File: config.mk
export PLATFORM = sky130hd
export DESIGN_NAME = vend_ctrl_multi
export DESIGN_NICKNAME = d
export VERILOG_FILES = /design/src/rtl/vend_pkg.sv /design/src/rtl/vend_change_dispenser.sv /design/src/rtl/vend_ctrl_multi.sv
export SDC_FILE = /design/constraint.sdc
export NUM_CORES = 1
export LEC_CHECK = 0
export BUFFER_PORTS_ARGS = -buffer_cell sky130_fd_sc_hd__buf_2
export CAP_MARGIN = 10
export CORE_UTILIZATION = 59
export DETAILED_ROUTE_END_ITERATION = 10
export PLACE_DENSITY = 0.88
export SLEW_MARGIN = 20
export SYNTH_ARGS = -nofsm -noshare
export SYNTH_HDL_FRONTEND = slang
export SYNTH_SLANG_ARGS = --single-unit
export TNS_END_PERCENT = 20
File: constraint.sdc
create_clock -name clk -period 3.36 [get_ports clk]
set_input_delay 0 -clock clk [delete_from_list [all_inputs] [get_ports clk]]
set_output_delay 0 -clock clk [all_outputs]
set_load 0.005 [all_outputs]
File: src/rtl/vend_pkg.sv
`default_nettype none
// =============================================================================
// Module      : vend_pkg
// Description : Shared types for the multi-item vending controller: FSM state
//               codes, one-hot coin codes and the coin-to-value helper.
// Revision    : 1.0 - initial release
// =============================================================================
package vend_pkg;

    // Codes match the single-item predecessor so existing probes keep working.
    typedef enum logic [2:0] {
        IDLE          = 3'd0,
        SELECT        = 3'd1,
        RECEIVE_MONEY = 3'd2,
        COMPARE       = 3'd3,
        PROCESS       = 3'd4,
        RETURN_CHANGE = 3'd5
    } state_t;

    localparam logic [2:0] c_COIN_5    = 3'b001;
    localparam logic [2:0] c_COIN_10   = 3'b010;
    localparam logic [2:0] c_COIN_20   = 3'b100;
    localparam int         c_COIN_VAL_W = 5;

    function automatic logic [c_COIN_VAL_W-1:0] coin_value(input logic [2:0] code);
        logic [c_COIN_VAL_W-1:0] val;
        case (code)
            c_COIN_5:  val = 5'd5;
            c_COIN_10: val = 5'd10;
            c_COIN_20: val = 5'd20;
            default:   val = 5'd0;
        endcase
        return val;
    endfunction

endpackage
`default_nettype wire

File: src/rtl/vend_change_dispenser.sv
`default_nettype none
// =============================================================================
// Module      : vend_change_dispenser
// Description : Greedy change coin selection with a valid/ready handshake;
//               requests a credit decrement for every accepted coin.
// Revision    : 1.0 - initial release
// =============================================================================
module vend_change_dispenser
    import vend_pkg::*;
#(
    parameter int MONEY_W = 8
) (
    input  logic               clk,
    input  logic               rst,
    input  logic               i_active,
    input  logic [MONEY_W-1:0] i_sum,
    input  logic               i_chg_ready,
    output logic               o_chg_valid,
    output logic [2:0]         o_chg_coin,
    output logic               o_dec_en,
    output logic [MONEY_W-1:0] o_dec_amt
);

    logic       r_valid;
    logic [2:0] r_coin;
    logic [2:0] w_pick;

    always_comb begin
        w_pick = c_COIN_5;
        if (i_sum >= MONEY_W'(20))
            w_pick = c_COIN_20;
        else if (i_sum >= MONEY_W'(10))
            w_pick = c_COIN_10;
    end

    // The offer is only rebuilt after valid has been low for a cycle, so the
    // sum seen here already reflects the previously accepted coin.
    always_ff @(posedge clk or posedge rst) begin
        if (rst) begin
            r_valid <= 1'b0;
            r_coin  <= 3'b000;
        end else if (!i_active) begin
            r_valid <= 1'b0;
            r_coin  <= 3'b000;
        end else if (r_valid) begin
            if (i_chg_ready) begin
                r_valid <= 1'b0;
                r_coin  <= 3'b000;
            end
        end else if (i_sum != '0) begin
            r_valid <= 1'b1;
            r_coin  <= w_pick;
        end
    end

    assign o_chg_valid = r_valid;
    assign o_chg_coin  = r_coin;
    assign o_dec_en    = r_valid & i_chg_ready;
    assign o_dec_amt   = MONEY_W'(coin_value(r_coin));

endmodule
`default_nettype wire

File: src/rtl/vend_ctrl_multi.sv
`default_nettype none
// =============================================================================
// Module      : vend_ctrl_multi
// Description : Multi-item vending controller with per-item stock, saturating
//               coin credit, greedy change return and an inactivity refund.
//               Define VEND_MULTI_BUY_EN to keep credit across purchases.
// Revision    : 1.0 - initial release
// =============================================================================
module vend_ctrl_multi
    import vend_pkg::*;
#(
    parameter int NUM_ITEMS   = 4,
    parameter int MONEY_W     = 8,
    parameter int STOCK_W     = 4,
    parameter int INIT_STOCK  = 3,
    parameter logic [NUM_ITEMS-1:0][MONEY_W-1:0] ITEM_PRICE = {8'd25, 8'd20, 8'd15, 8'd10},
    parameter int TIMEOUT_CYC = 255,
    localparam int ITEM_W     = $clog2(NUM_ITEMS)
) (
    input  logic               clk,
    input  logic               reset,
    input  logic               start,
    input  logic               cancel,
    input  logic               continue_buy,
    input  logic [ITEM_W-1:0]  item_in,
    input  logic               coin_valid,
    input  logic [2:0]         coin,
    input  logic               done_money,
    input  logic               restock,
    input  logic [ITEM_W-1:0]  restock_item,
    input  logic               chg_ready,
    output logic [2:0]         state,
    output logic [ITEM_W-1:0]  item_select,
    output logic [MONEY_W-1:0] price,
    output logic [MONEY_W-1:0] sum_money,
    output logic               out_stock,
    output logic               enough_money,
    output logic               vend_valid,
    output logic               chg_valid,
    output logic [2:0]         chg_coin,
    output logic               done,
    output logic               end_trans
);

`ifdef VEND_MULTI_BUY_EN
    localparam bit c_MULTI_EN = 1'b1;
`else
    localparam bit c_MULTI_EN = 1'b0;
`endif
    localparam int c_TMO_W = $clog2(TIMEOUT_CYC + 1);

    state_t               r_state;
    logic [ITEM_W-1:0]    r_item;
    logic [MONEY_W-1:0]   r_price;
    logic [MONEY_W-1:0]   r_sum;
    logic                 r_vend;
    logic                 r_done;
    logic                 r_end;
    logic                 r_vended;
    logic [c_TMO_W-1:0]   r_tmo_cnt;
    logic [STOCK_W-1:0]   r_stock [NUM_ITEMS];

    logic [STOCK_W-1:0]   w_stock_sel;
    logic [MONEY_W-1:0]   w_price_sel;
    logic [c_COIN_VAL_W-1:0] w_coin_val;
    logic                 w_coin_ok;
    logic [MONEY_W:0]     w_sum_wide;
    logic [MONEY_W-1:0]   w_sum_add;
    logic                 w_dec_en;
    logic [MONEY_W-1:0]   w_dec_amt;

    always_comb begin
        w_stock_sel = '0;
        w_price_sel = '0;
        for (int i = 0; i < NUM_ITEMS; i++) begin
            if (item_in == ITEM_W'(i)) begin
                w_stock_sel = r_stock[i];
                w_price_sel = ITEM_PRICE[i];
            end
        end
    end

    assign w_coin_val = coin_value(coin);
    assign w_coin_ok  = coin_valid && (w_coin_val != '0);
    assign w_sum_wide = {1'b0, r_sum} + (MONEY_W+1)'(w_coin_val);
    assign w_sum_add  = w_sum_wide[MONEY_W] ? '1 : w_sum_wide[MONEY_W-1:0];

    vend_change_dispenser #(
        .MONEY_W (MONEY_W)
    ) u_dispenser (
        .clk         (clk),
        .rst         (reset),
        .i_active    (r_state == RETURN_CHANGE),
        .i_sum       (r_sum),
        .i_chg_ready (chg_ready),
        .o_chg_valid (chg_valid),
        .o_chg_coin  (chg_coin),
        .o_dec_en    (w_dec_en),
        .o_dec_amt   (w_dec_amt)
    );

    always_ff @(posedge clk or posedge reset) begin
        if (reset) begin
            r_state   <= IDLE;
            r_item    <= '0;
            r_price   <= '0;
            r_sum     <= '0;
            r_vend    <= 1'b0;
            r_done    <= 1'b0;
            r_end     <= 1'b0;
            r_vended  <= 1'b0;
            r_tmo_cnt <= '0;
        end else begin
            r_vend <= 1'b0;
            r_done <= 1'b0;
            r_end  <= 1'b0;
            case (r_state)
                IDLE: begin
                    if (start) begin
                        r_state  <= SELECT;
                        r_vended <= 1'b0;
                    end
                end
                SELECT: begin
                    if (cancel) begin
                        if (c_MULTI_EN && r_sum != '0) begin
                            r_state <= RETURN_CHANGE;
                        end else begin
                            r_state <= IDLE;
                            r_end   <= 1'b1;
                            r_done  <= r_vended;
                        end
                    end else if (!out_stock) begin
                        r_item    <= item_in;
                        r_price   <= w_price_sel;
                        r_tmo_cnt <= '0;
                        r_state   <= RECEIVE_MONEY;
                    end
                end
                RECEIVE_MONEY: begin
                    if (w_coin_ok) begin
                        r_sum     <= w_sum_add;
                        r_tmo_cnt <= '0;
                    end else begin
                        r_tmo_cnt <= r_tmo_cnt + 1'b1;
                    end
                    if (cancel)
                        r_state <= RETURN_CHANGE;
                    else if (done_money)
                        r_state <= COMPARE;
                    else if (!w_coin_ok && r_tmo_cnt == c_TMO_W'(TIMEOUT_CYC - 1))
                        r_state <= RETURN_CHANGE;
                end
                COMPARE: begin
                    if (enough_money) begin
                        r_state <= PROCESS;
                        r_vend  <= 1'b1;
                    end else begin
                        r_state   <= RECEIVE_MONEY;
                        r_tmo_cnt <= '0;
                    end
                end
                PROCESS: begin
                    r_sum    <= r_sum - r_price;
                    r_vended <= 1'b1;
                    if (c_MULTI_EN && continue_buy && r_sum != r_price)
                        r_state <= SELECT;
                    else
                        r_state <= RETURN_CHANGE;
                end
                RETURN_CHANGE: begin
                    if (r_sum == '0) begin
                        r_state <= IDLE;
                        r_end   <= 1'b1;
                        r_done  <= r_vended;
                    end else if (w_dec_en) begin
                        r_sum <= r_sum - w_dec_amt;
                    end
                end
                default: r_state <= IDLE;
            endcase
        end
    end

    // Restock takes priority over a same-cycle vend decrement of that item.
    always_ff @(posedge clk or posedge reset) begin
        if (reset) begin
            for (int i = 0; i < NUM_ITEMS; i++)
                r_stock[i] <= STOCK_W'(INIT_STOCK);
        end else begin
            for (int i = 0; i < NUM_ITEMS; i++) begin
                if (restock && restock_item == ITEM_W'(i))
                    r_stock[i] <= '1;
                else if (r_state == PROCESS && r_item == ITEM_W'(i) && r_stock[i] != '0)
                    r_stock[i] <= r_stock[i] - 1'b1;
            end
        end
    end

    assign state        = r_state;
    assign item_select  = r_item;
    assign price        = r_price;
    assign sum_money    = r_sum;
    assign out_stock    = (w_stock_sel == '0);
    assign enough_money = (r_sum >= r_price);
    assign vend_valid   = r_vend;
    assign done         = r_done;
    assign end_trans    = r_end;

endmodule
`default_nettype wire

* Yosys cells after proc, flatten, opt, wreduce, memory -nomap -nowiden *
Index checks and enable logic that the tools add are counted.

storage, ports and cells
  register bits after elaboration = 53
  input port bits = 16

operators by class
  $add $sub $neg = 8
  magnitude comparators = 3
  eq/ne operators = 33
  muxes and demuxes = 57
  bitwise operators = 3
  reduce and logical (&&, ||, !) cells = 40

operators by type and width
  kind                 count
  $mux 8               11
  $mux 4               13
  $pmux 8 s3           2
  $mux 3               13
  $pmux 5 s3           2
  $pmux 3 s6           1
  $ne 2x2->1 const B   8
  $reduce_bool 4->1    4
  $sub 4x1->4 const B  4
  $logic_and 1x1->1    14
  $eq 2x2->1 const B   6
  $eq 3x2->1 const B   4
  $eq 3x3->1 const B   4
  $reduce_and 4->1     3
  $mux 1               11
  $reduce_bool 2->1    5
  $add 8x5->9          1
  $eq 3x1->1 const B   3
  $ne 3x3->1 const B   3
  $add 8x1->8 const B  1
  $eq 8x8->1 const B   1
  $ge 8x4->1 const B   1
  $ge 8x5->1 const B   1
  $ge 8x8->1           1
  18 further kinds     27

* Logic depth before layout (Yosys ltp) *
Gate-level depths: netlist of the first run.

  word-level depth = 10
  depth in mapped cells = 10

* Cells and area by module *
From an unflattened synthesis of the first run, not the netlist that was laid out.

second synthesis, totals
  cells, all modules = 458
  area total of the unflattened synthesis = 3,980.1 um2

by module, submodules not included
  module                 instances  cells each  area each (um2)  sequential area each (um2)
  vend_ctrl_multi        1          420         3,643.5          1,161.1
  vend_change_dispenser  1          38          336.6            100.1

* Worst setup path after synthesis of the first run *
OpenSTA, ideal clock, no wires.

  path kind = register to register
  start = reg u_dispenser.r_coin[0] (netlist: u_dispenser.o_chg_coin[0])
  end = reg r_sum[7] (netlist: sum_money[7])
  arrival = 2,218 ps
  data required time = 3,227 ps
  path slack = 1,009 ps
  cell stages (with the launch flop) = 9
  period minus slack after synthesis = 2,351 ps
  path through = dfrtp_1 or3b_2 ha_1 and3_1 a21oi_1 nand4b_1 a211oi_1 mux2i_1 a21oi_1

on the way
  longest elaborated chain between the ends = 6
  elaborated cells between the ends (all ways) = 8
  those cells by class = add/sub (1); eq/ne (3); mux (4)

RTL lines
  what                                      line                         text
  start, declared                           vend_change_dispenser.sv:25  logic [2:0] r_coin;
  start signal, assigned                    vend_change_dispenser.sv:52  r_coin <= w_pick;
  $eq 3x3->1, or another cell as far along  vend_pkg.sv:27               case (code)
  $pmux 5 s3 (*)                            vend_pkg.sv:27
  $sub 8x5->8 (*)                           vend_ctrl_multi.sv:177       r_sum <= r_sum - w_dec_amt;
  $mux 8 (*)                                vend_ctrl_multi.sv:176       end else if (w_dec_en) begin
  $mux 8 (*)                                vend_ctrl_multi.sv:172       if (r_sum == '0) begin
  $pmux 8 s3 (*)                            vend_ctrl_multi.sv:117       case (r_state)
  end signal, assigned                      vend_ctrl_multi.sv:142       r_sum <= w_sum_add;
  end signal, assigned                      vend_ctrl_multi.sv:164       r_sum <= r_sum - r_price;
  end signal, assigned                      vend_ctrl_multi.sv:177
  end, declared                             vend_ctrl_multi.sv:55        logic [MONEY_W-1:0] r_sum;

Mark *: on every way between the ends. The rest lies on a longest branch, timed or not. The select of a mux whose other input is x is not followed.
A chain may end at the register's enable or synchronous reset.

* Final worst setup path of the first run *
  start = reg u_dispenser.r_coin[2] (netlist: u_dispenser.o_chg_coin[2])
  end = reg r_sum[7] (netlist: sum_money[7])

Same word-level chain as after synthesis.

==> run summary, run 1 <==
number of synthesized flops with an enable pin: 0
I/O Buffers: 41
remaining max-slew budget at the tightest pin: 0.348
met2 routing resource usage after global routing: 0.474
antenna violations before repair: 0
Antenna diodes: 0
Mapped Area: 3620 sq um
critical path required time: 3.54 ns
Sequential cell area: 1260 sq um
via count: 3348
detailed placement HPWL: 6300 microns
number of register bits inferred by synthesis: 50
Initial Utilization: 0.611
CTS max path bufs: 2
most repeated cell in the gate-level netlist after synthesis: sky130_fd_sc_hd__nand2_1
core region area: 5920 sq um
final RePlAce weighted congestion: 0.885
die boundary width: 80.3 microns
area growth from synthesis to layout: 10.4%
setup total negative slack: 0 ns
Die H: 80.3 microns
critical path capture point type: register
clock-pin slew on the worst setup and hold paths: 0.10 ns
number of global-route vias before repair: 3068
post-synth top area share: 0.290
worst setup path category: register to register
launching element type of the critical path: register
CTS resizes: 0
clock insertion delay at the later pin of the skew report: 0.31 ns
cts-stage hold buffer count: 4
total power divided by cell area: 808 nW/um^2
max-capacitance violation count: 0
Hold WC Path Type: input port to register
share of post-route cells with drive strength above 1: 0.166
setup repair after global routing missed its margin: false
list of most frequent post-synthesis cells: sky130_fd_sc_hd__nand2_1 (43), sky130_fd_sc_hd__dfrtp_1 (42), sky130_fd_sc_hd__o21ai_0 (37), sky130_fd_sc_hd__nor2_1 (32), sky130_fd_sc_hd__a21oi_1 (29)
Hold Fails Final Rpt: 0
maximum clock frequency: 372 MHz
post-CTS setup buffer count: 0
post-route ant nets: 0
area of the die: 6450 sq um
Distinct cells, synth: 61
status: complete, no violations
setup violators final: 0
count of boundary I/O pins: 46
met1 Resource Use GR: 0.362
Inserted Clock Buffers: 5
Yosys warning total: 0
Gate Count Post-Synth: 415
wire length per cell: 16.1 microns
std cell rows: 28
mean post-synth cell area: 8.72 sq um
GR peak layer: met2
actual transition at the worst max-transition pin: 0.977 ns
WL final: 8560 microns
Non-Filler Cell Area, Final: 4000 sq um
number of detailed-routing iterations run before antenna repair: 5
area of the multi-input gates: 2180 sq um
async set or reset register ratio after synthesis: 1.00
Filler cells: 469
CP max FO: 6
count of routing violations after the opening detailed-route iteration: 351
final net count: 504
cell accounting for the most synthesized area: sky130_fd_sc_hd__dfrtp_1
largest vdd supply drop: 0.000465 V
maximum number of pins on one net before global-route repair: 51
post-layout worst setup margin: 0.675 ns
number of design rule violations left after detail routing: 0
Clock Skews: 0.00979 ns
sequential element share of the synthesized area: 0.349
final cycle utilization of the critical path: 0.799
leakage dissipation: 1.84 nW
H-tree depth: 2
data arrival time of the worst path: 2.87 ns
first-pass GRT wire length: 14000 microns
largest cells by area after synthesis: sky130_fd_sc_hd__dfrtp_1 (29%), sky130_fd_sc_hd__ha_1 (9.7%), sky130_fd_sc_hd__dfstp_2 (5.8%)
via density per instance: 6.28
post-route total power: 3.23 mW
total placed instance area: 3860 sq um
overall routing resource usage: 0.281
met3 usage in global routing: 0.0409
most common flop cell mapped by yosys: sky130_fd_sc_hd__dfrtp_1
TritonCTS Sinks: 50
total congestion overflow: 0
post-layout min period: 2.69 ns
Clock Root Buffer: sky130_fd_sc_hd__clkbuf_8
CTS tree: built
max-slew violations: 0
worst slack at placement: 0.823 ns
sequential cells by signal, summed over array words and instances, names as in the netlist:
register and cells:
end_trans 1, state 3, r_stock 16, u_dispenser.o_chg_valid 1
done 1, r_tmo_cnt 8, u_dispenser.o_chg_coin 3, vend_valid 1
item_select 2, sum_money 8, r_vended 1, price 5
layout make-up:
| type | instances | area share |
|---|---|---|
| multi-input cells | 326 | 0.546 |
| flip-flops and latches | 50 | 0.316 |
| repair buffers | 47 | 0.0651 |
| inverters | 27 | 0.0257 |
| well taps | 75 | 0.0235 |
| clock buffers | 7 | 0.0216 |
| clock inverters | 1 | 0.00219 |
critical path: stages (launching register included):
cell	delay, ns
sky130_fd_sc_hd__dfrtp_1	0.44
sky130_fd_sc_hd__or3b_2	0.52
sky130_fd_sc_hd__ha_1	0.34
sky130_fd_sc_hd__and3_1	0.20
sky130_fd_sc_hd__a21oi_1	0.20
sky130_fd_sc_hd__nand4b_1	0.18
sky130_fd_sc_hd__a211oi_1	0.32
sky130_fd_sc_hd__mux2i_1	0.26
sky130_fd_sc_hd__a21oi_1	0.10
where the power goes:
group	internal, mW	switching [mW]	total, mW
Sequential	0.795	0.290	1.09
Combinational	0.754	1.00	1.75
Clock	0.171	0.216	0.387
Total	1.72	1.51	3.23
final timing paths:
path	from	end	slack [ns]	depth (start not counted)
setup / recovery	u_dispenser.o_chg_coin[2]$_DFFE_PP0P_	sum_money[7]$_DFFE_PP0P_	0.67	8
min in group asynchronous	reset	r_tmo_cnt[2]$_DFFE_PP0P_	0.37	3
hold reg to reg	r_vended$_DFFE_PP0P_	r_vended$_DFFE_PP0P_	0.48	1
max in group asynchronous	reset	price[3]$_DFFE_PP0P_	2.48	3
hold / removal	restock	r_stock[8]$_DFFE_PP1P_	0.02	3
setup reg to reg	u_dispenser.o_chg_coin[2]$_DFFE_PP0P_	sum_money[7]$_DFFE_PP0P_	0.67	8
routing by layer:
metal / share of wire / wire length (microns)
met5: 0 / 0
met4: 0.023 / 200
met3: 0.067 / 573
met2: 0.49 / 4180
met1: 0.42 / 3610
logic make-up (layout without fill, tap and decap cells):
logic type,after synthesis,count (layout),synth area share
flops,50,50,0.349
xor+xnor,18,18,0.0436
compound gates,114,114,0.201
fa+ha+maj,31,31,0.113
simple gates,153,153,0.222
buf+inv,41,82,0.0505
mux,7,7,0.0201
other cells,1,3,0.00104
stage by stage:
stage / utilization / cells / hold WS (ns)
2_1_floorplan: - / 417 / 0.158
3_3_place_gp: 0.652 / 521 / 0.291
3_5_place_dp: 0.652 / 521 / 0.298
4_1_cts: 0.675 / 533 / 0.0114
5_1_grt: 0.675 / 533 / 0.0396
6_report: 0.675 / 533 / 0.0171
layout by cell type (no fill, tap or decap), types with 6 or more instances in the layout:
master,netlist,routed
sky130_fd_sc_hd__and3_1,9,9
sky130_fd_sc_hd__nor3_1,10,10
sky130_fd_sc_hd__clkbuf_8,0,6
sky130_fd_sc_hd__buf_2,2,41
sky130_fd_sc_hd__xnor2_1,15,15
sky130_fd_sc_hd__nor3b_1,6,6
sky130_fd_sc_hd__inv_1,27,26
sky130_fd_sc_hd__dfstp_2,8,8
sky130_fd_sc_hd__ha_1,28,28
sky130_fd_sc_hd__a21oi_1,29,29
sky130_fd_sc_hd__nand3_1,12,12
sky130_fd_sc_hd__nor2b_1,6,6
sky130_fd_sc_hd__nor2_1,32,32
sky130_fd_sc_hd__nand2_1,43,43
sky130_fd_sc_hd__nand2b_1,7,7
sky130_fd_sc_hd__dfrtp_1,42,42
sky130_fd_sc_hd__a211oi_1,8,8
sky130_fd_sc_hd__o21ai_0,37,37
Note: power is estimated with default switching activity, not from simulation.
==> inputs of run 2 (changes only) <==
--- a/config.mk
+++ b/config.mk
@@ -7,9 +7,9 @@
 export LEC_CHECK = 0
 export BUFFER_PORTS_ARGS = -buffer_cell sky130_fd_sc_hd__buf_2
 export CAP_MARGIN = 10
-export CORE_UTILIZATION = 59
+export CORE_UTILIZATION = 53
 export DETAILED_ROUTE_END_ITERATION = 10
-export PLACE_DENSITY = 0.88
+export PLACE_DENSITY = 0.84
 export SLEW_MARGIN = 20
 export SYNTH_ARGS = -nofsm -noshare
 export SYNTH_HDL_FRONTEND = slang
==> constraint.sdc (replaced) <==
create_clock -name clk -period 2.2 [get_ports clk]
set_input_delay 0 -clock clk [delete_from_list [all_inputs] [get_ports clk]]
set_output_delay 0 -clock clk [all_outputs]
set_load 0.005 [all_outputs]
==> run 2 against run 1 <==
Effect of this change:
- largest cell class unchanged
- the flow now finishes with violations (setup timing)
- highest routed layer unchanged
- clock skew down 0.0030 ns
- power up 87%
- sequential cell count unchanged
==> run summary, run 2 (synthesis gave the netlist of run 1 again) <==
status: finished, violations left
failing checks: setup timing
H-tree depth: 2 (unchanged)
family with the most delay on the worst path: simple AND/OR/NAND/NOR gates
max-slew violations: 0 (unchanged)
number of design rule violations left after detail routing: 0 (unchanged)
core region area: 6460 sq um (+9.1%)
area growth from synthesis to layout: 25.1%
critical path, cell by cell: or3b_4 > ha_4 > and3_4 > a21oi_4 > nand4b_1 > a211oi_2 > mux2i_1 > a21oi_1
post-layout min period: 2.24 ns (-0.443 ns)
Filler cells: 476 (+1.5%)
std cell rows: 29 (+3.6%)
critical path depth: 8 (unchanged)
CTS tree: built
hold path cells: 3 (unchanged)
worst setup path category: register to register
maximum clock frequency: 446 MHz (+20%)
Clock Root Buffer: sky130_fd_sc_hd__clkbuf_8
leakage dissipation: 2.09 nW (+14%)
data arrival time of the worst path: 2.45 ns (-0.42 ns)
count of boundary I/O pins: 46 (unchanged)
total placed instance area: 4080 sq um (+5.7%)
final cycle utilization of the critical path: 1.02 (+0.220)
critical path capture point type: register
slowest CP cell: sky130_fd_sc_hd__or3b_4
total placed cells including tap cells: 551 (+5.8%)
final worst hold slack: 0.0115 ns (-0.00563 ns)
via density per instance: 6.11 (-2.7%)
share of post-route cells with drive strength above 1: 0.293 (+0.127)
Initial Utilization: 0.560 (-0.0509)
met2 routing resource usage after global routing: 0.455 (-0.0190)
launch instance of the worst min-delay path: chg_ready
via count: 3516 (+5.0%)
most frequent cells in the layout: sky130_fd_sc_hd__nand2_1 (42), sky130_fd_sc_hd__buf_2 (41), sky130_fd_sc_hd__dfrtp_1 (40)
largest vdd supply drop: 0.000864 V (+86%)
final RePlAce weighted congestion: 0.873 (-1.4%)
clock insertion delay at the later pin of the skew report: 0.31 ns (about the same)
maximum number of pins on one net before global-route repair: 30 (-41%)
max incr delay on CP: 0.46 ns (-0.06 ns)
critical path required time: 2.40 ns (-1.14 ns)
actual transition at the worst max-transition pin: 0.648 ns (-0.329 ns)
source of the worst register-to-register timing path: u_dispenser.o_chg_coin[0]$_DFFE_PP0P_
TritonCTS Sinks: 50 (unchanged)
most common cell after layout, fill and taps aside: sky130_fd_sc_hd__nand2_1
number of detailed-routing iterations run before antenna repair: 7 (+2)
launching element type of the critical path: register
max-capacitance violation count: 0 (unchanged)
total congestion overflow: 0 (unchanged)
post-layout worst setup margin: -0.0425 ns (-0.717 ns)
remaining max-slew budget at the tightest pin: 0.568 (+0.220)
non-filler cells, final: 575 (+7.9%)
CTS max path bufs: 2 (unchanged)
detailed placement HPWL: 6710 microns (+6.4%)
wire length per cell: 17.3 microns (+7.5%)
register ranked first by flip-flop count: r_stock
overall routing resource usage: 0.267 (-0.0134)
first-pass GRT wire length: 15300 microns (+9.6%)
Non-Filler Cell Area, Final: 4530 sq um (+13%)
CP max FO: 4 (-2)
antenna violations before repair: 0 (unchanged)
I/O Buffers: 41 (unchanged)
die boundary width: 84.6 microns (+5.4%)
setup violators final: 3 (+3)
total power divided by cell area: 1340 nW/um^2 (+65%)
area of the die: 7160 sq um (+11%)
post-route ant nets: 0 (unchanged)
count of buffering cells on the critical path with inverters included: 0 (unchanged)
clock-pin slew on the worst setup and hold paths: 0.10 ns (about the same)
Antenna diodes: 0 (unchanged)
Hold Fails Final Rpt: 0 (unchanged)
met3 usage in global routing: 0.0521 (+0.0112)
number of global-route vias before repair: 3371 (+9.9%)
Die H: 84.6 microns (+5.4%)
utilization after layout: 0.701 (+0.0261)
flip-flop count of the largest register, all copies and words added: 16 (unchanged)
R2R depth: 8 (unchanged)
count of routing violations after the opening detailed-route iteration: 275 (-22%)
final net count: 544 (+7.9%)
Clock Skews: 0.00682 ns (-0.00297 ns)
WL final: 9920 microns (+16%)
Hold WC Path Type: input port to register
setup repair after global routing missed its margin: true
Inserted Clock Buffers: 5 (unchanged)
met1 Resource Use GR: 0.339 (-0.0228)
Worst setup startpoint: u_dispenser.o_chg_coin[0]$_DFFE_PP0P_
GR peak layer: met2
run 2: changes by cell type in the layout (fill, tap and decap cells not counted), sizes merged:
cell,change
buf,+39
inv,+1
bufinv,+1
clkinv,-1
clkbuf,-1
dlygate4sd3,+1
run 2: stage by stage:
stage	power [mW]	setup TNS [ns]	worst slack, ns
3_3_place_gp	4.44	-0.0349	-0.0202
5_1_grt	6.43	-0.531	-0.113
4_1_cts	5.45	-0.0376	-0.0374
2_1_floorplan	3.56	0	0.0153
6_report	6.05	-0.0997	-0.0425
3_5_place_dp	4.56	-0.305	-0.129
run 2: what timing repair did:
item | in CTS | in global routing
buffers inserted | 6 | 5
endpoints found under the setup margin | 8 | 18
endpoints found under the hold margin | 29 | 0
resized for setup | 12 | 35
pin swaps | 8 | 19
hold buffers | 5 | 0
run 2: final cells by class:
cell class,instances,area (sq um),share of cell area
multi-input combinational,326,2370,0.523
inverter,27,101,0.0224
timing repair buffer,87,578,0.128
sequential,50,1260,0.279
tap,77,96.3,0.0213
clock inverter,2,38.8,0.00857
clock buffer,6,82.6,0.0182
run 2: metal layers:
metal / up-vias / share of wire
met1: 1718 / 0.42
met5: - / 0
met4: 0 / 0.029
met3: 31 / 0.055
met2: 122 / 0.50
li1: 1645 / -
run 2: worst paths after layout:
check,end,slack [ns]
worst max-delay path,sum_money[7]$_DFFE_PP0P_,-0.04
worst min-delay path,u_dispenser.o_chg_valid$_DFF_PP0_,0.01
worst max register to register,sum_money[7]$_DFFE_PP0P_,-0.04
worst min register to register,r_vended$_DFFE_PP0P_,0.48
max in group asynchronous,r_stock[13]$_DFFE_PP1P_,1.19
min in group asynchronous,r_tmo_cnt[0]$_DFFE_PP0P_,0.32
run 2: tightest hold or removal path, cell delays in order:
cell                       delay [ns]
sky130_fd_sc_hd__buf_2           0.09
sky130_fd_sc_hd__nand2_1         0.07
sky130_fd_sc_hd__o2111a_1        0.13
run 2: power by group:
part | internal, mW | switching, mW | total, mW | leakage [nW]
Sequential | 1.22 | 0.373 | 1.59 | 0.591
Clock | 0.375 | 0.332 | 0.707 | 0.0618
Combinational | 1.74 | 2.01 | 3.75 | 1.43
Total | 3.33 | 2.71 | 6.05 | 2.09
